### config.mk
export PLATFORM = sky130hd
export DESIGN_NAME = uart_rx
export DESIGN_NICKNAME = d
export VERILOG_FILES = /design/src/rtl/uart_rx.sv
export SDC_FILE = /design/constraint.sdc
export NUM_CORES = 1
export LEC_CHECK = 0
export ABC_AREA = 1
export BUFFER_PORTS_ARGS = -buffer_cell sky130_fd_sc_hd__buf_2
export CAP_MARGIN = 20
export CORE_ASPECT_RATIO = 1.25
export CORE_UTILIZATION = 59
export CTS_CLUSTER_DIAMETER = 60
export DETAILED_ROUTE_END_ITERATION = 10
export GPL_ROUTABILITY_DRIVEN = 0
export PLACE_DENSITY_LB_ADDON = 0.1
export REMOVE_ABC_BUFFERS = 1
export SETUP_SLACK_MARGIN = 0.02
export SYNTH_ARGS = -nofsm -noshare
export SYNTH_HDL_FRONTEND = slang
export SYNTH_SLANG_ARGS = --single-unit
### constraint.sdc
create_clock -name clk -period 1.97 [get_ports clk]
set_input_delay 0.0985 -clock clk [delete_from_list [all_inputs] [get_ports clk]]
set_output_delay 0.0985 -clock clk [all_outputs]
set_load 0.05 [all_outputs]
### src/rtl/uart_rx.sv
// uart_rx: 8N1 UART receiver, LSB first.
//
// An internal fractional phase accumulator generates an oversampling tick
// (oversampling ticks per bit) directly from the system clock. The rx line is
// passed through a two-flop synchroniser, the start bit is validated at
// mid-bit and every data bit is then sampled one full bit period later.
//
// Ports:
//   clk          system clock, all logic on the rising edge
//   reset        asynchronous, active-high reset
//   rx           serial line, idle high, asynchronous to clk
//   rx_data      last correctly framed byte, held until the next good frame
//   rx_valid     one-clk pulse when rx_data is updated
//   frame_error  one-clk pulse when the stop bit samples low
//   busy         high from start-bit detection until return to idle
`timescale 1ns / 1ps

module uart_rx #(
    parameter int unsigned clk_frequency = 25000000,
    parameter int unsigned baud          = 115200,
    // Ticks per bit; must be a power of two between 4 and 16.
    parameter int unsigned oversampling  = 8
) (
    input  logic       clk,
    input  logic       reset,
    input  logic       rx,
    output logic [7:0] rx_data,
    output logic       rx_valid,
    output logic       frame_error,
    output logic       busy
);

    // ------------------------------------------------------------------
    // Tick generator
    // ------------------------------------------------------------------
    // Fractional width: ceil(log2(clk_frequency / baud)) + 8. The ceiling
    // division keeps the log ceiling correct for non-integer ratios.
    localparam int unsigned AccW = $clog2((clk_frequency + baud - 1) / baud) + 8;

    localparam longint unsigned Scale   = 64'd1 << AccW;
    localparam longint unsigned IncNum  = longint'(baud) * longint'(oversampling) * Scale;
    // Rounded to nearest: (num + den/2) / den.
    localparam longint unsigned IncWide = (IncNum + longint'(clk_frequency) / 2)
                                          / longint'(clk_frequency);
    localparam logic [AccW-1:0] Inc     = AccW'(IncWide);

    // Bit AccW is the carry; it is dropped before each add so the tick is
    // exactly one clock wide.
    logic [AccW:0] acc_q;
    logic [AccW:0] acc_d;
    logic          tick;

    assign acc_d = {1'b0, acc_q[AccW-1:0]} + {1'b0, Inc};
    assign tick  = acc_q[AccW];

    always_ff @(posedge clk or posedge reset) begin
        if (reset) begin
            acc_q <= '0;
        end else begin
            acc_q <= acc_d;
        end
    end

    // ------------------------------------------------------------------
    // Input synchroniser
    // ------------------------------------------------------------------
    logic rx_meta_q;
    logic rxs_q;

    // Reset to the idle line level so a reset does not look like a start bit.
    always_ff @(posedge clk or posedge reset) begin
        if (reset) begin
            rx_meta_q <= 1'b1;
            rxs_q     <= 1'b1;
        end else begin
            rx_meta_q <= rx;
            rxs_q     <= rx_meta_q;
        end
    end

    // ------------------------------------------------------------------
    // Receive FSM
    // ------------------------------------------------------------------
    localparam int unsigned OsW = $clog2(oversampling);

    // Start bit is checked half a bit after detection, data and stop bits
    // a full bit after the previous sample.
    localparam logic [OsW-1:0] OsHalf = OsW'(oversampling / 2 - 1);
    localparam logic [OsW-1:0] OsLast = OsW'(oversampling - 1);

    typedef enum logic [2:0] {
        StIdle,
        StStart,
        StData,
        StStop,
        StBreak
    } state_e;

    state_e         state_q, state_d;
    logic [OsW-1:0] os_cnt_q, os_cnt_d;
    logic [2:0]     bit_cnt_q, bit_cnt_d;
    logic [7:0]     shift_q, shift_d;
    logic [7:0]     data_q, data_d;
    logic           valid_q, valid_d;
    logic           ferr_q, ferr_d;
    logic           busy_q, busy_d;

    always_ff @(posedge clk or posedge reset) begin
        if (reset) begin
            state_q   <= StIdle;
            os_cnt_q  <= '0;
            bit_cnt_q <= '0;
            shift_q   <= '0;
            data_q    <= '0;
            valid_q   <= 1'b0;
            ferr_q    <= 1'b0;
            busy_q    <= 1'b0;
        end else begin
            state_q   <= state_d;
            os_cnt_q  <= os_cnt_d;
            bit_cnt_q <= bit_cnt_d;
            shift_q   <= shift_d;
            data_q    <= data_d;
            valid_q   <= valid_d;
            ferr_q    <= ferr_d;
            busy_q    <= busy_d;
        end
    end

    always_comb begin
        state_d   = state_q;
        os_cnt_d  = os_cnt_q;
        bit_cnt_d = bit_cnt_q;
        shift_d   = shift_q;
        data_d    = data_q;
        valid_d   = 1'b0;
        ferr_d    = 1'b0;
        busy_d    = busy_q;

        unique case (state_q)
            StIdle: begin
                if (tick && !rxs_q) begin
                    state_d  = StStart;
                    os_cnt_d = '0;
                    busy_d   = 1'b1;
                end
            end

            StStart: begin
                if (tick) begin
                    if (os_cnt_q == OsHalf) begin
                        if (rxs_q) begin
                            // Line went high again before mid-bit: glitch.
                            state_d = StIdle;
                            busy_d  = 1'b0;
                        end else begin
                            os_cnt_d  = '0;
                            bit_cnt_d = '0;
                            state_d   = StData;
                        end
                    end else begin
                        os_cnt_d = os_cnt_q + 1'b1;
                    end
                end
            end

            StData: begin
                if (tick) begin
                    if (os_cnt_q == OsLast) begin
                        os_cnt_d = '0;
                        // Right shift: first bit received ends up in bit 0.
                        shift_d  = {rxs_q, shift_q[7:1]};
                        if (bit_cnt_q == 3'd7) begin
                            state_d = StStop;
                        end else begin
                            bit_cnt_d = bit_cnt_q + 3'd1;
                        end
                    end else begin
                        os_cnt_d = os_cnt_q + 1'b1;
                    end
                end
            end

            StStop: begin
                if (tick) begin
                    if (os_cnt_q == OsLast) begin
                        os_cnt_d = '0;
                        if (rxs_q) begin
                            data_d  = shift_q;
                            valid_d = 1'b1;
                            state_d = StIdle;
                            busy_d  = 1'b0;
                        end else begin
                            ferr_d  = 1'b1;
                            state_d = StBreak;
                        end
                    end else begin
                        os_cnt_d = os_cnt_q + 1'b1;
                    end
                end
            end

            StBreak: begin
                // Wait out a held-low line so it reports only one error.
                if (tick && rxs_q) begin
                    state_d = StIdle;
                    busy_d  = 1'b0;
                end
            end

            default: begin
                state_d = StIdle;
                busy_d  = 1'b0;
            end
        endcase
    end

    assign rx_data     = data_q;
    assign rx_valid    = valid_q;
    assign frame_error = ferr_q;
    assign busy        = busy_q;

endmodule

# Yosys cells after proc, flatten, opt, wreduce, memory -nomap -nowiden
# Cells that the tools add are included.
dict set report totals {
  elab_cells 89
  register_bits 47
}
dict set report op_classes {
  n_bitwise 1
  n_eq_ne 20
  addsub 3
  n_mux 41
  reduce_logical 13
}
# operator count
set op_table {}
lappend op_table {{$mux W3} 21}
lappend op_table {{$ne A2 B2 Y1 const B} 11}
lappend op_table {{$add A16 B12 Y17 const B} 1}
lappend op_table {{$mux W1} 15}
lappend op_table {{$pmux W3 S5} 1}
lappend op_table {{$reduce_and A7 Y1} 2}
lappend op_table {{$eq A3 B2 Y1 const B} 3}
lappend op_table {{$eq A3 B3 Y1 const B} 3}
lappend op_table {{$pmux W3 S3} 1}
lappend op_table {{$reduce_and A9 Y1} 1}
lappend op_table {{$add A3 B1 Y3 const B} 2}
lappend op_table {{$pmux W3 S2} 1}
lappend op_table {{$pmux W1 S5} 1}
lappend op_table {{$reduce_and A5 Y1} 1}
lappend op_table {{$reduce_and A4 Y1} 1}
lappend op_table {{$eq A3 B1 Y1 const B} 1}
lappend op_table {{$logic_not A3 Y1} 1}
lappend op_table {{$ne A3 B3 Y1 const B} 1}
lappend op_table {{$reduce_and A3 Y1} 1}
lappend op_table {{$reduce_bool A3 Y1} 1}
lappend op_table {{$logic_and A1 B1 Y1} 2}
lappend op_table {{$mux W2} 1}
lappend op_table {{$ne A2 B1 Y1 const B} 1}
lappend op_table {{$reduce_bool A2 Y1} 1}
lappend op_table {{other kinds (3)} 3}

# Longest topological paths before layout
# Gate-level depths: netlist of the first run.
dict set report logic_depth {
  ltp_word 5
  mapped_depth 9
  mapped_depth_nobuf 9
}

# Least setup slack after synthesis of the first run
# No wires, ideal clock.
dict set report synth_path {
  path_kind {flip-flop to flip-flop}
  from {register os_cnt_q[0]}
  to {register data_q[1] (netlist: rx_data[1])}
  arrival_time_ps 1380
  path_slack_ps 516
  path_stages_with_launch 9
  n_path_buf 1
  setup_time_ps 74
  period_less_slack_ps 1454
  cell_sequence {dfrtp_1 ha_1 ha_1 nand2_2 nor2_2 nand2_2 buf_6 nand2_1 o21ai_2}
}
dict set report synth_via {
  elab_chain_cells 2
}
# item line_no
set synth_rtl {}
lappend synth_rtl {{start, declared} 100} ;# logic [OsW-1:0] os_cnt_q, os_cnt_d;
lappend synth_rtl {{start signal, assigned} 120} ;# os_cnt_q <= os_cnt_d;
lappend synth_rtl {{$eq A3 B3 Y1} 186} ;# if (os_cnt_q == OsLast) begin
lappend synth_rtl {{$reduce_and A4 Y1 (no line)} --}
lappend synth_rtl {{end signal, assigned} 123} ;# data_q <= data_d;
lappend synth_rtl {{end, declared} 103} ;# logic [7:0] data_q, data_d;
# Every way passes these cells.
# A chain may end at the register's enable or synchronous reset.

# Worst setup path after layout of the first run
dict set report layout_path {
  from {register os_cnt_q[0]}
  to {register data_q[0] (netlist: rx_data[0])}
}
# The elaborated chain is that of the path after synthesis.

==> results of run 1 <==
==> cell families (layout without fill, tap and decap cells) <==
kind of cell | count (synthesis) | after routing
DFF | 43 | 43
buffers and inverters | 34 | 55
AOI/OAI and AO/OA | 24 | 24
adders and majority gates | 7 | 7
and+or+nand+nor | 128 | 128
xor gates and xnor gates | 6 | 6
==> worst max-delay path, delay by kind of cell (launching register included) <==
family | cells | cell delay [ns]
AND/OR/NAND/NOR | 5 | 0.60
adder cells (fa/ha/maj) | 2 | 0.45
flip-flops | 1 | 0.39
buffers and inverters | 1 | 0.10
==> stage by stage <==
| step | hold WS (ns) | std cells |
|---|---|---|
| 6_report | 0.3634 | 300 |
| 3_5_place_dp | 0.1841 | 291 |
| 4_1_cts | 0.3648 | 300 |
| 3_3_place_gp | 0.1797 | 291 |
| 5_1_grt | 0.3662 | 300 |
| 2_1_floorplan | 0.1030 | 239 |
==> worst max path at each step <==
stage	from	depth (start not counted)	to	slack, ns
2_1_floorplan	os_cnt_q[0]	8	rx_data[0]	0.45
3_3_place_gp	os_cnt_q[0]	8	rx_data[0]	0.35
3_5_place_dp	os_cnt_q[0]	8	rx_data[0]	0.32
4_1_cts	os_cnt_q[0]	8	rx_data[0]	0.32
5_1_grt	os_cnt_q[0]	8	rx_data[0]	0.23
6_report	os_cnt_q[0]	8	rx_data[0]	0.33
==> area by class of cell <==
class | count | area [µm²]
clock buffers | 6 | 72.57
well taps | 37 | 46.29
flip-flops and latches | 43 | 1079
inverters | 31 | 116.4
clock inverters | 1 | 30.03
fillers | 273 | 996.0
repair buffers | 17 | 100.1
multi-input cells | 165 | 869.6
==> per-layer routing <==
metal  track usage  share of wire  up-vias  wire (µm)
li1              -              -      811          -
met1        0.2329           0.47      700       1574
met2        0.3630           0.47       17       1568
met3       0.05597          0.025       10         83
met4        0.1031          0.027        0         91
met5             0              0        -          0
==> sequential cells by signal (all words and copies together), names as in the netlist <==
name         flops
rx_data          8
rxs_q            1
busy             1
bit_cnt_q        3
frame_error      1
shift_q          8
state_q          3
rx_meta_q        1
acc_q           13
rx_valid         1
os_cnt_q         3
==> Yosys cell counts, drive strengths merged, types with 2 or more instances <==
master	count
nand3	24
o21ai	19
nor2	16
dfstp	2
nand4	3
nor3	2
nand2	78
inv	31
buf	3
xor2	5
nand3b	4
ha	7
a21oi	3
dfrtp	41
==> power by group <==
group / internal [µW] / switching (µW) / total, µW
Clock: 371 / 267 / 638
Combinational: 172 / 382 / 554
Sequential: 937 / 53.5 / 991
==> reports/qor.csv, run 1 <==
stage;metric;value;unit
floorplan;die span in y;68.68;µm
clocking;Hold Buf Count CTS;2;
drt;Total Routed Length;3.318;mm
drt;Pre-antenna DRT Iters;4;
synth;sequential share of the synthesized area;0.5140;
synth;synth top area cells;dfrtp_1, nand2_1, nand3_1;
synth;ys async rst share;1.000;
critical_path;Cell Chain, Critical Path;ha_1, ha_1, nand2_2, nor2_2, nand2_2, inv_1, nand2_1, nand2_1;
global_route;first-pass GRT wire length;5.927;mm
critical_path;Worst Reg-to-Reg Cells;8;
synth;mux share of post-synthesis cell area;0;
global_route;initial antenna violation count;0;
critical_path;Setup Crit Path Kind;reg -> reg;
finish;commonest non-fill, non-tap cell in the layout;nand2_1;
drt;post-route ant nets;0;
sta;Tmin final;1.635;ns
clocking;clk_lat worst skew;0.29;ns
power_and_ir_drop;maximum vdd drop;964.6;µV
floorplan;die footprint;3800;µm²
clocking;clock sink count;43;
global_route;All-Layer GR Usage;0.2054;
synth;Post-synth EDFFs;0;
finish;Final Cell Area;2313;µm²
drt;DRC viols;0;
critical_path;CP max stage delay;0.39;ns
placed_design;placed cell areas;2191;µm²
sta;unrepaired setup endpoints after global routing;false;
power_and_ir_drop;Total Power;2183;µW
drt;drt initial violations;35;
finish;share of cells above drive strength 1;0.1521;
worst_hold_path;Hold Crit Start;rx_meta_q;
finish;ant diodes;0;
synth;synth unique cells;24;
critical_path;Worst R2R End;rx_data[0];
sta;worst-margin pin slew;0.7808;ns
critical_path;CP max FO;16;
clocking;H-Tree Depth;2;
synth;simple-gate share of the synthesized area;0.2737;
placed_design;HPWL after detailed placement;2.592;mm
worst_hold_path;hold-critical path depth;0;
synth;main combinational cell family by area after synthesis;simple AND/OR/NAND/NOR gates;
clocking;Clk pin slew, worst setup/hold paths;0.07;ns
worst_hold_path;Hold EP;rxs_q;
floorplan;Ports;14;
finish;most frequent cells in the layout;nand2_1, dfrtp_1, inv_1, nand3_1, buf_2;
sta;Slew Limit Fails;0;
synth;post-synth top area cell;dfrtp_1;
synth;cells after synthesis;242;
sta;Layout Skew;0.003374;ns
synth;Synth Flop Type;dfrtp_1;
synth;xor-xnor portion of the synthesized cell area;0.02504;
sta;setup ws final;0.3346;ns
placed_design;IO Port Bufs;13;
finish;Nets;273;
clocking;CTS Root Cell;clkbuf_8;
synth;synth warn;0;
synth;Synth Area in Compound Gates;0.07394;
floorplan;Site Rows;23;
critical_path;reg2reg setup slack;0.33;ns
critical_path;Crit-path slowest cell;dfrtp_1;
clocking;setup repair bufs after CTS;0;
sta;slew margin rel.;0.4763;
global_route;pin count of the biggest net entering global routing;24;
drt;Vias/cell;5.127;
clocking;post_cts resized;0;
synth;Yosys reg bits;43;
power_and_ir_drop;Leakage;0.001236;µW
global_route;GRT Residual Overflow;0;
placed_design;Setup WS pre-CTS;0.3203;ns
outcome;status;complete, no violations;
sta;# setup viols final;0;
sta;Hold Vio Cnt, Final;0;
run;max cap viols;0;
drt;vias post-DR;1538;
drt;routed len/inst;11.06;µm
worst_hold_path;Hold Path Class;reg -> reg;
synth;Synth Area per Inst;8.671;µm²
finish;final core utilization;0.6991;
clocking;CTS Buffer Depth;2;
sta;total negative setup slack;0;ns
sta;Peak Freq;0.6115;GHz
finish;area grow syn2layout;10.26;%
critical_path;Worst Path Arrival;1.82;ns
synth;Synth Area in Adders;0.04174;
global_route;via count of the first global-routing pass;1489;
floorplan;Initial Utilization;0.6340;
synth;synthesized area;2098;µm²
clocking;CTS tree;built;
floorplan;Core ar.;3309;µm²
synth;share of the synthesized area in the top cell type;0.4890;
sta;period utilization;0.8302;
power_and_ir_drop;Pwr Density;943.6;nW/µm²
critical_path;crit end category;flop;
critical_path;type of origin of the critical path;flop;
critical_path;Req. time, crit path;2.15;ns
critical_path;reg2reg start;os_cnt_q[0];
clocking;number of CTS-inserted buffers;5;
floorplan;die width;55.34;µm
Note: power is estimated with default switching activity, not from simulation.
==> run 2: changes to the inputs <==
--- a/config.mk
+++ b/config.mk
@@ -5,11 +5,11 @@
 export SDC_FILE = /design/constraint.sdc
 export NUM_CORES = 1
 export LEC_CHECK = 0
-export ABC_AREA = 1
+export ABC_AREA = 0
 export BUFFER_PORTS_ARGS = -buffer_cell sky130_fd_sc_hd__buf_2
 export CAP_MARGIN = 20
 export CORE_ASPECT_RATIO = 1.25
-export CORE_UTILIZATION = 59
+export CORE_UTILIZATION = 53
 export CTS_CLUSTER_DIAMETER = 60
 export DETAILED_ROUTE_END_ITERATION = 10
 export GPL_ROUTABILITY_DRIVEN = 0
==> constraint.sdc (replaced) <==
create_clock -name clk -period 1.5 [get_ports clk]
set_input_delay 0.075 -clock clk [delete_from_list [all_inputs] [get_ports clk]]
set_output_delay 0.075 -clock clk [all_outputs]
set_load 0.05 [all_outputs]
==> reports/qor.csv, run 2 <==
stage;metric;value;unit;change
outcome;status;finished, violations left;;was complete, no violations
outcome;failing checks;negative setup slack;;
critical_path;Crit-path slowest cell;dfrtp_1;;unchanged
synth;top-count cell post-synth;dfrtp_1;;was nand2_1
worst_hold_path;Hold Crit Start;rx_meta_q;;unchanged
sta;WHS;0.3578;ns;was 0.3634 ns
run;max cap viols;0;;unchanged
synth;commonest cells in the netlist;dfrtp_1, mux2_2, nand2_1;;was nand2_1, dfrtp_1, inv_1
clocking;clk_lat worst skew;0.29;ns;about the same
sta;Hold Vio Cnt, Final;0;;unchanged
clocking;number of CTS-inserted buffers;5;;unchanged
synth;synth warn;0;;unchanged
clocking;CTS tree;built;;unchanged
power_and_ir_drop;Pwr Density;791.5;nW/µm²;was 943.6 nW/µm²
synth;Synth Area per Inst;11.86;µm²;was 8.671 µm²
finish;most frequent cells in the layout;dfrtp_1, buf_4, buf_2, mux2_4;;was nand2_1, dfrtp_1, inv_1, nand3_1, buf_2
floorplan;die span in y;69.74;µm;was 68.68 µm
critical_path;Cell Chain, Critical Path;ha_2, ha_4, or3b_4, a21oi_2, o211ai_2, mux2_4;;was ha_1, ha_1, nand2_2, nor2_2, nand2_2, inv_1, nand2_1, nand2_1
finish;area grow syn2layout;39.16;%;was 10.26%
placed_design;placed cell areas;2232;µm²;was 2191 µm²
critical_path;type of origin of the critical path;flop;;unchanged
synth;Synth Flop Type;dfrtp_1;;unchanged
global_route;first-pass GRT wire length;6.844;mm;was 5.927 mm
worst_hold_path;hold-critical path depth;0;;unchanged
critical_path;reg2reg setup slack;-0.39;ns;was 0.33 ns
clocking;CTS Buffer Depth;2;;unchanged
critical_path;Setup Crit Path Kind;reg -> reg;;unchanged
worst_hold_path;Hold Path Class;reg -> reg;;unchanged
synth;ys async rst share;1.000;;unchanged
placed_design;HPWL after detailed placement;2.426;mm;was 2.592 mm
worst_hold_path;Hold EP;rxs_q;;unchanged
global_route;via count of the first global-routing pass;1502;;was 1489
clocking;CTS Root Cell;clkbuf_8;;unchanged
finish;Nets;224;;was 273
drt;routed len/inst;16.07;µm;was 11.06 µm
synth;synth unique cells;43;;was 24
synth;synth top area cells;dfrtp_1, mux2_2, ha_1;;was dfrtp_1, nand2_1, nand3_1
finish;Final Cell Area;2708;µm²;was 2313 µm²
floorplan;Site Rows;24;;was 23
drt;Total Routed Length;4.081;mm;was 3.318 mm
clocking;Clk pin slew, worst setup/hold paths;0.09;ns;was 0.07 ns
power_and_ir_drop;Leakage;0.001304;µW;was 0.001236 µW
sta;setup ws final;-0.3871;ns;was 0.3346 ns
sta;worst-margin pin slew;0.5466;ns;was 0.7808 ns
synth;cells after synthesis;164;;was 242
placed_design;Setup WS pre-CTS;-0.3864;ns;was 0.3203 ns
finish;commonest non-fill, non-tap cell in the layout;dfrtp_1;;was nand2_1
sta;Peak Freq;0.5299;GHz;was 0.6115 GHz
floorplan;Core ar.;3483;µm²;was 3309 µm²
drt;post-route ant nets;0;;unchanged
critical_path;CP max stage delay;0.40;ns;was 0.39 ns
sta;period utilization;1.258;;was 0.8302
synth;post-synth top area cell;dfrtp_1;;unchanged
drt;Vias/cell;5.476;;was 5.127
sta;slew margin rel.;0.6356;;was 0.4763
critical_path;Worst R2R End;bit_cnt_q[2];;was rx_data[0]
critical_path;Worst Path Arrival;2.07;ns;was 1.82 ns
sta;# setup viols final;16;;was 0
global_route;GRT Residual Overflow;0;;unchanged
floorplan;die width;56.19;µm;was 55.34 µm
critical_path;CP max FO;3;;was 16
critical_path;reg2reg start;bit_cnt_q[1];;was os_cnt_q[0]
sta;unrepaired setup endpoints after global routing;true;;was false
clocking;H-Tree Depth;2;;unchanged
global_route;initial antenna violation count;0;;unchanged
sta;Tmin final;1.887;ns;was 1.635 ns
sta;Slew Limit Fails;0;;unchanged
synth;Post-synth EDFFs;0;;unchanged
synth;synthesized area;1946;µm²;was 2098 µm²
synth;Yosys reg bits;43;;unchanged
critical_path;Worst Path Buf+Inv;0;;was 1
critical_path;Worst Reg-to-Reg Cells;6;;was 8
finish;Biggest register;acc_q;;unchanged
floorplan;Ports;14;;unchanged
floorplan;die footprint;3919;µm²;was 3800 µm²
finish;max FFs per register;13;;unchanged
global_route;pin count of the biggest net entering global routing;44;;was 24
finish;# fillers;219;;was 273
drt;vias post-DR;1391;;was 1538
clocking;clock sink count;43;;unchanged
critical_path;Req. time, crit path;1.69;ns;was 2.15 ns
critical_path;crit end category;flop;;unchanged
placed_design;IO Port Bufs;13;;unchanged
drt;drt initial violations;30;;was 35
drt;DRC viols;0;;unchanged
global_route;All-Layer GR Usage;0.2236;;was 0.2054
drt;Pre-antenna DRT Iters;4;;unchanged
synth;sequential share of the synthesized area;0.5543;;was 0.5140
finish;ant diodes;0;;unchanged
synth;share of the synthesized area in the top cell type;0.5273;;was 0.4890
floorplan;Initial Utilization;0.5585;;was 0.6340
sta;Layout Skew;0.006573;ns;was 0.003374 ns
critical_path;Top delay family on crit path;flip-flops;;was simple AND/OR/NAND/NOR gates
power_and_ir_drop;maximum vdd drop;742.2;µV;was 964.6 µV
finish;share of cells above drive strength 1;0.5070;;was 0.1521
==> run 2: changes by cell type after synthesis, sizes merged, moves of 3 or more <==
cell and change:
o21ai -16, or3b +3, nand3b -4, a21oi +6, mux2 +20, nand2 -64
nand2b +4, xnor2 +4, nor2 -9, nand3 -20, inv -20
==> run 2: metrics by stage <==
stage,instances,total power [µW],setup TNS (ns),utilization
3_5_place_dp,236,1255,-5.569,0.6408
2_1_floorplan,159,1226,-3.035,-
5_1_grt,254,2217,-4.061,0.7773
3_3_place_gp,236,1253,-4.645,0.6408
6_report,254,2143,-2.487,0.7773
4_1_cts,253,2163,-3.260,0.7511
==> run 2: area by class of cell <==
cell class                 count  area (µm²)  area share
multi-input combinational    106        1064      0.3928
inverter                      11       41.29     0.01525
timing repair buffer          47       361.6      0.1335
tap                           39       48.80     0.01802
sequential                    43        1080      0.3988
clock buffer                   5       68.82     0.02542
clock inverter                 3       43.79     0.01617
==> run 2: worst max path at each step <==
| stage | startpoint | to | slack (ns) | cells past startpoint |
|---|---|---|---|---|
| floorplan | bit_cnt_q[0] | bit_cnt_q[0] | -0.30 | 6 |
| global placement | bit_cnt_q[0] | bit_cnt_q[1] | -0.32 | 6 |
| detailed placement | bit_cnt_q[0] | bit_cnt_q[0] | -0.39 | 6 |
| CTS | bit_cnt_q[1] | bit_cnt_q[2] | -0.37 | 6 |
| global route | bit_cnt_q[0] | bit_cnt_q[1] | -0.44 | 6 |
| finish | bit_cnt_q[1] | bit_cnt_q[2] | -0.39 | 6 |
==> run 2: kinds of logic (layout without fill, tap and decap cells) <==
| group | Yosys count | after routing | synth area share |
|---|---|---|---|
| AO/OA/AOI/OAI | 27 | 27 | 0.09518 |
| XOR/XNOR | 9 | 9 | 0.04051 |
| adder cells (fa/ha/maj) | 7 | 7 | 0.04501 |
| buffers and inverters | 16 | 66 | 0.03537 |
| flip-flops | 43 | 43 | 0.5543 |
| multiplexers | 20 | 20 | 0.1158 |
| AND/OR/NAND/NOR | 42 | 43 | 0.1138 |
==> run 2: timing repair <==
action	CTS	global route
cloned	1	0
endpoints found under the hold margin	42	0
endpoints found under the setup margin	27	30
pin swaps	10	18
gates resized for setup	46	18
hold buffers	2	0
setup buffers	6	1
==> run 2: where the power goes <==
part / leakage (µW) / total, µW / internal (µW) / switching [µW]
registers: 0.000546 / 1170 / 1160 / 6.06
logic: 0.000700 / 77.2 / 29.8 / 47.5
clock network: 0.0000581 / 895 / 496 / 400
total: 0.00130 / 2140 / 1690 / 453
==> run 2: routing by layer <==
metal	wire length (µm)	GRT usage	up-vias	share of wire
li1	-	-	671	-
met1	1808	0.2839	701	0.44
met2	2165	0.3836	17	0.53
met3	85	0.05224	2	0.021
met4	21	0.05691	0	0.0051
met5	0	0	-	0
==> run 3: changes to the inputs <==
--- a/config.mk
+++ b/config.mk
@@ -6,12 +6,12 @@
 export NUM_CORES = 1
 export LEC_CHECK = 0
 export ABC_AREA = 0
-export BUFFER_PORTS_ARGS = -buffer_cell sky130_fd_sc_hd__buf_2
 export CAP_MARGIN = 20
 export CORE_ASPECT_RATIO = 1.25
-export CORE_UTILIZATION = 53
+export CORE_UTILIZATION = 56
 export CTS_CLUSTER_DIAMETER = 60
 export DETAILED_ROUTE_END_ITERATION = 10
+export DONT_BUFFER_PORTS = 1
 export GPL_ROUTABILITY_DRIVEN = 0
 export PLACE_DENSITY_LB_ADDON = 0.1
 export REMOVE_ABC_BUFFERS = 1
==> reports/qor.csv, run 3 (synthesis results as in run 2) <==
stage;metric;value;unit;change
outcome;status;finished, violations left;;unchanged
outcome;failing checks;negative setup slack;;unchanged
floorplan;Initial Utilization;0.5983;;was 0.5585
floorplan;Site Rows;23;;was 24
sta;Tmin final;1.848;ns;was 1.887 ns
clocking;CTS Root Cell;clkbuf_8;;unchanged
sta;WHS;0.3247;ns;was 0.3578 ns
sta;unrepaired setup endpoints after global routing;true;;unchanged
sta;Peak Freq;0.5411;GHz;was 0.5299 GHz
sta;setup ws final;-0.3481;ns;was -0.3871 ns
critical_path;CP max FO;3;;unchanged
global_route;All-Layer GR Usage;0.2365;;was 0.2236
finish;area grow syn2layout;34.28;%;was 39.16%
power_and_ir_drop;clock share of power;0.461;;was 0.418
finish;final core utilization;0.8034;;was 0.7773
floorplan;Ports;14;;unchanged
power_and_ir_drop;Seq pwr share;0.508;;was 0.546
drt;post-route ant nets;0;;unchanged
finish;commonest non-fill, non-tap cell in the layout;dfrtp_1;;unchanged
critical_path;type of origin of the critical path;flop;;unchanged
drt;Vias/cell;5.586;;was 5.476
power_and_ir_drop;switching power share of the total;0.1936;;was 0.2114
power_and_ir_drop;combinational power share;0.031;;was 0.036
finish;Final Cell Area;2613;µm²;was 2708 µm²
drt;routed len/inst;16.20;µm;was 16.07 µm
placed_design;placed cell areas;2232;µm²;unchanged
placed_design;IO Port Bufs;0;;was 13
sta;period utilization;1.232;;was 1.258
run;max cap viols;0;;unchanged
finish;Nets;216;;was 224
clocking;Clk pin slew, worst setup/hold paths;0.08;ns;was 0.09 ns
finish;share of cells above drive strength 1;0.4444;;was 0.5070
drt;drt initial violations;22;;was 30
finish;Biggest register;acc_q;;unchanged
finish;max FFs per register;13;;unchanged
drt;Pre-antenna DRT Iters;4;;unchanged
finish;ant diodes;0;;unchanged
sta;worst-margin pin slew;0.5232;ns;was 0.5466 ns
critical_path;crit end category;flop;;unchanged
global_route;via count of the first global-routing pass;1423;;was 1502
finish;most frequent cells in the layout;dfrtp_1, buf_4, nand2_1, mux2_4, inv_1;;was dfrtp_1, buf_4, buf_2, mux2_4
placed_design;HPWL after detailed placement;2.481;mm;was 2.426 mm
global_route;pin count of the biggest net entering global routing;44;;unchanged
worst_hold_path;hold-critical path depth;1;;was 0
sta;total negative setup slack;-1.779;ns;was -2.487 ns
floorplan;Core ar.;3252;µm²;was 3483 µm²
power_and_ir_drop;Pint;1855;µW;was 1690 µW
worst_hold_path;Hold Path Class;in -> reg;;was reg -> reg
power_and_ir_drop;Leakage;0.001240;µW;was 0.001304 µW
power_and_ir_drop;Pwr Density;880.4;nW/µm²;was 791.5 nW/µm²
critical_path;Worst Reg-to-Reg Cells;6;;unchanged
drt;DRC viols;0;;unchanged
global_route;initial antenna violation count;0;;unchanged
critical_path;Worst Path Arrival;2.03;ns;was 2.07 ns
drt;vias post-DR;1363;;was 1391
clocking;clk_lat worst skew;0.29;ns;about the same
floorplan;die width;54.72;µm;was 56.19 µm
power_and_ir_drop;Sw Pwr;445.2;µW;was 453.0 µW
critical_path;Setup Crit Path Kind;reg -> reg;;unchanged
power_and_ir_drop;Total Power;2300;µW;was 2143 µW
sta;Slew Limit Fails;0;;unchanged
clocking;number of CTS-inserted buffers;5;;unchanged
sta;slew margin rel.;0.6512;;was 0.6356
global_route;first-pass GRT wire length;6.141;mm;was 6.844 mm
clocking;H-Tree Depth;2;;unchanged
clocking;CTS tree;built;;unchanged
critical_path;Req. time, crit path;1.68;ns;was 1.69 ns
sta;# setup viols final;23;;was 16
floorplan;die footprint;3715;µm²;was 3919 µm²
drt;Total Routed Length;3.952;mm;was 4.081 mm
floorplan;die span in y;67.90;µm;was 69.74 µm
clocking;CTS Buffer Depth;2;;unchanged
power_and_ir_drop;maximum vdd drop;1022;µV;was 742.2 µV
finish;# fillers;181;;was 219
global_route;GRT Residual Overflow;0;;unchanged
sta;Hold Vio Cnt, Final;0;;unchanged
sta;Layout Skew;0.005586;ns;was 0.006573 ns
clocking;clock sink count;43;;unchanged
-- run 3: path summary, 6_finish.rpt --
| path | start | slack (ns) | endpoint |
|---|---|---|---|
| min | rx | 0.32 | rx_meta_q |
| max | bit_cnt_q[0] | -0.35 | bit_cnt_q[1] |
| min reg2reg | rx_meta_q | 0.36 | rxs_q |
| max reg2reg | bit_cnt_q[0] | -0.35 | bit_cnt_q[1] |
| max in group asynchronous | reset | 0.77 | acc_q[16] |
| min in group asynchronous | reset | 0.36 | acc_q[13] |
-- run 3: critical path, cell delays in order, from the launching register on --
cell and delay, ns:
dfrtp_1 0.40, ha_2 0.20, ha_4 0.16, or3b_4 0.37
a21oi_2 0.15, o211ai_2 0.14, mux2_4 0.32
-- run 3: power by group through the flow --
stage | Sequential, µW | Clock [µW] | Combinational (µW)
floorplan | 1190 | 0 | 32.1
global placement | 1190 | 0 | 58.6
detailed placement | 1190 | 0 | 60.0
CTS | 1170 | 1080 | 71.0
global route | 1170 | 1130 | 80.3
finish | 1170 | 1060 | 71.6
-- run 3: routing by layer --
metal  part of all wire  up-vias  track usage
met1               0.43      681       0.2739
met3              0.022        6      0.04889
met5                  0        -            0
li1                   -      651            -
met4              0.018        0       0.1090
met2               0.53       25       0.4066
-- run 3: final cells by class --
class	count	area, µm²	share of cell area
inverters	11	41.29	0.01580
flip-flops and latches	43	1080	0.4133
well taps	37	46.29	0.01772
multi-input cells	106	998.5	0.3822
clock inverters	3	67.56	0.02586
repair buffers	39	310.3	0.1188
clock buffers	5	68.82	0.02634
-- run 3: repair_timing --
action / in CTS / in global routing
pin swaps: 9 / 10
gates resized for setup: 30 / 18
setup endpoints to repair: 26 / 30
buffers inserted: 1 / 2
hold endpoints to repair: 42 / 0
cloned: 1 / 0
hold buffers: 2 / 0
-- run 3: through the flow --
step	std cells	setup slack [ns]
floorplan	159	-0.2979
global placement	230	-0.3152
detailed placement	230	-0.3618
CTS	242	-0.3600
global route	244	-0.3989
finish	244	-0.3481
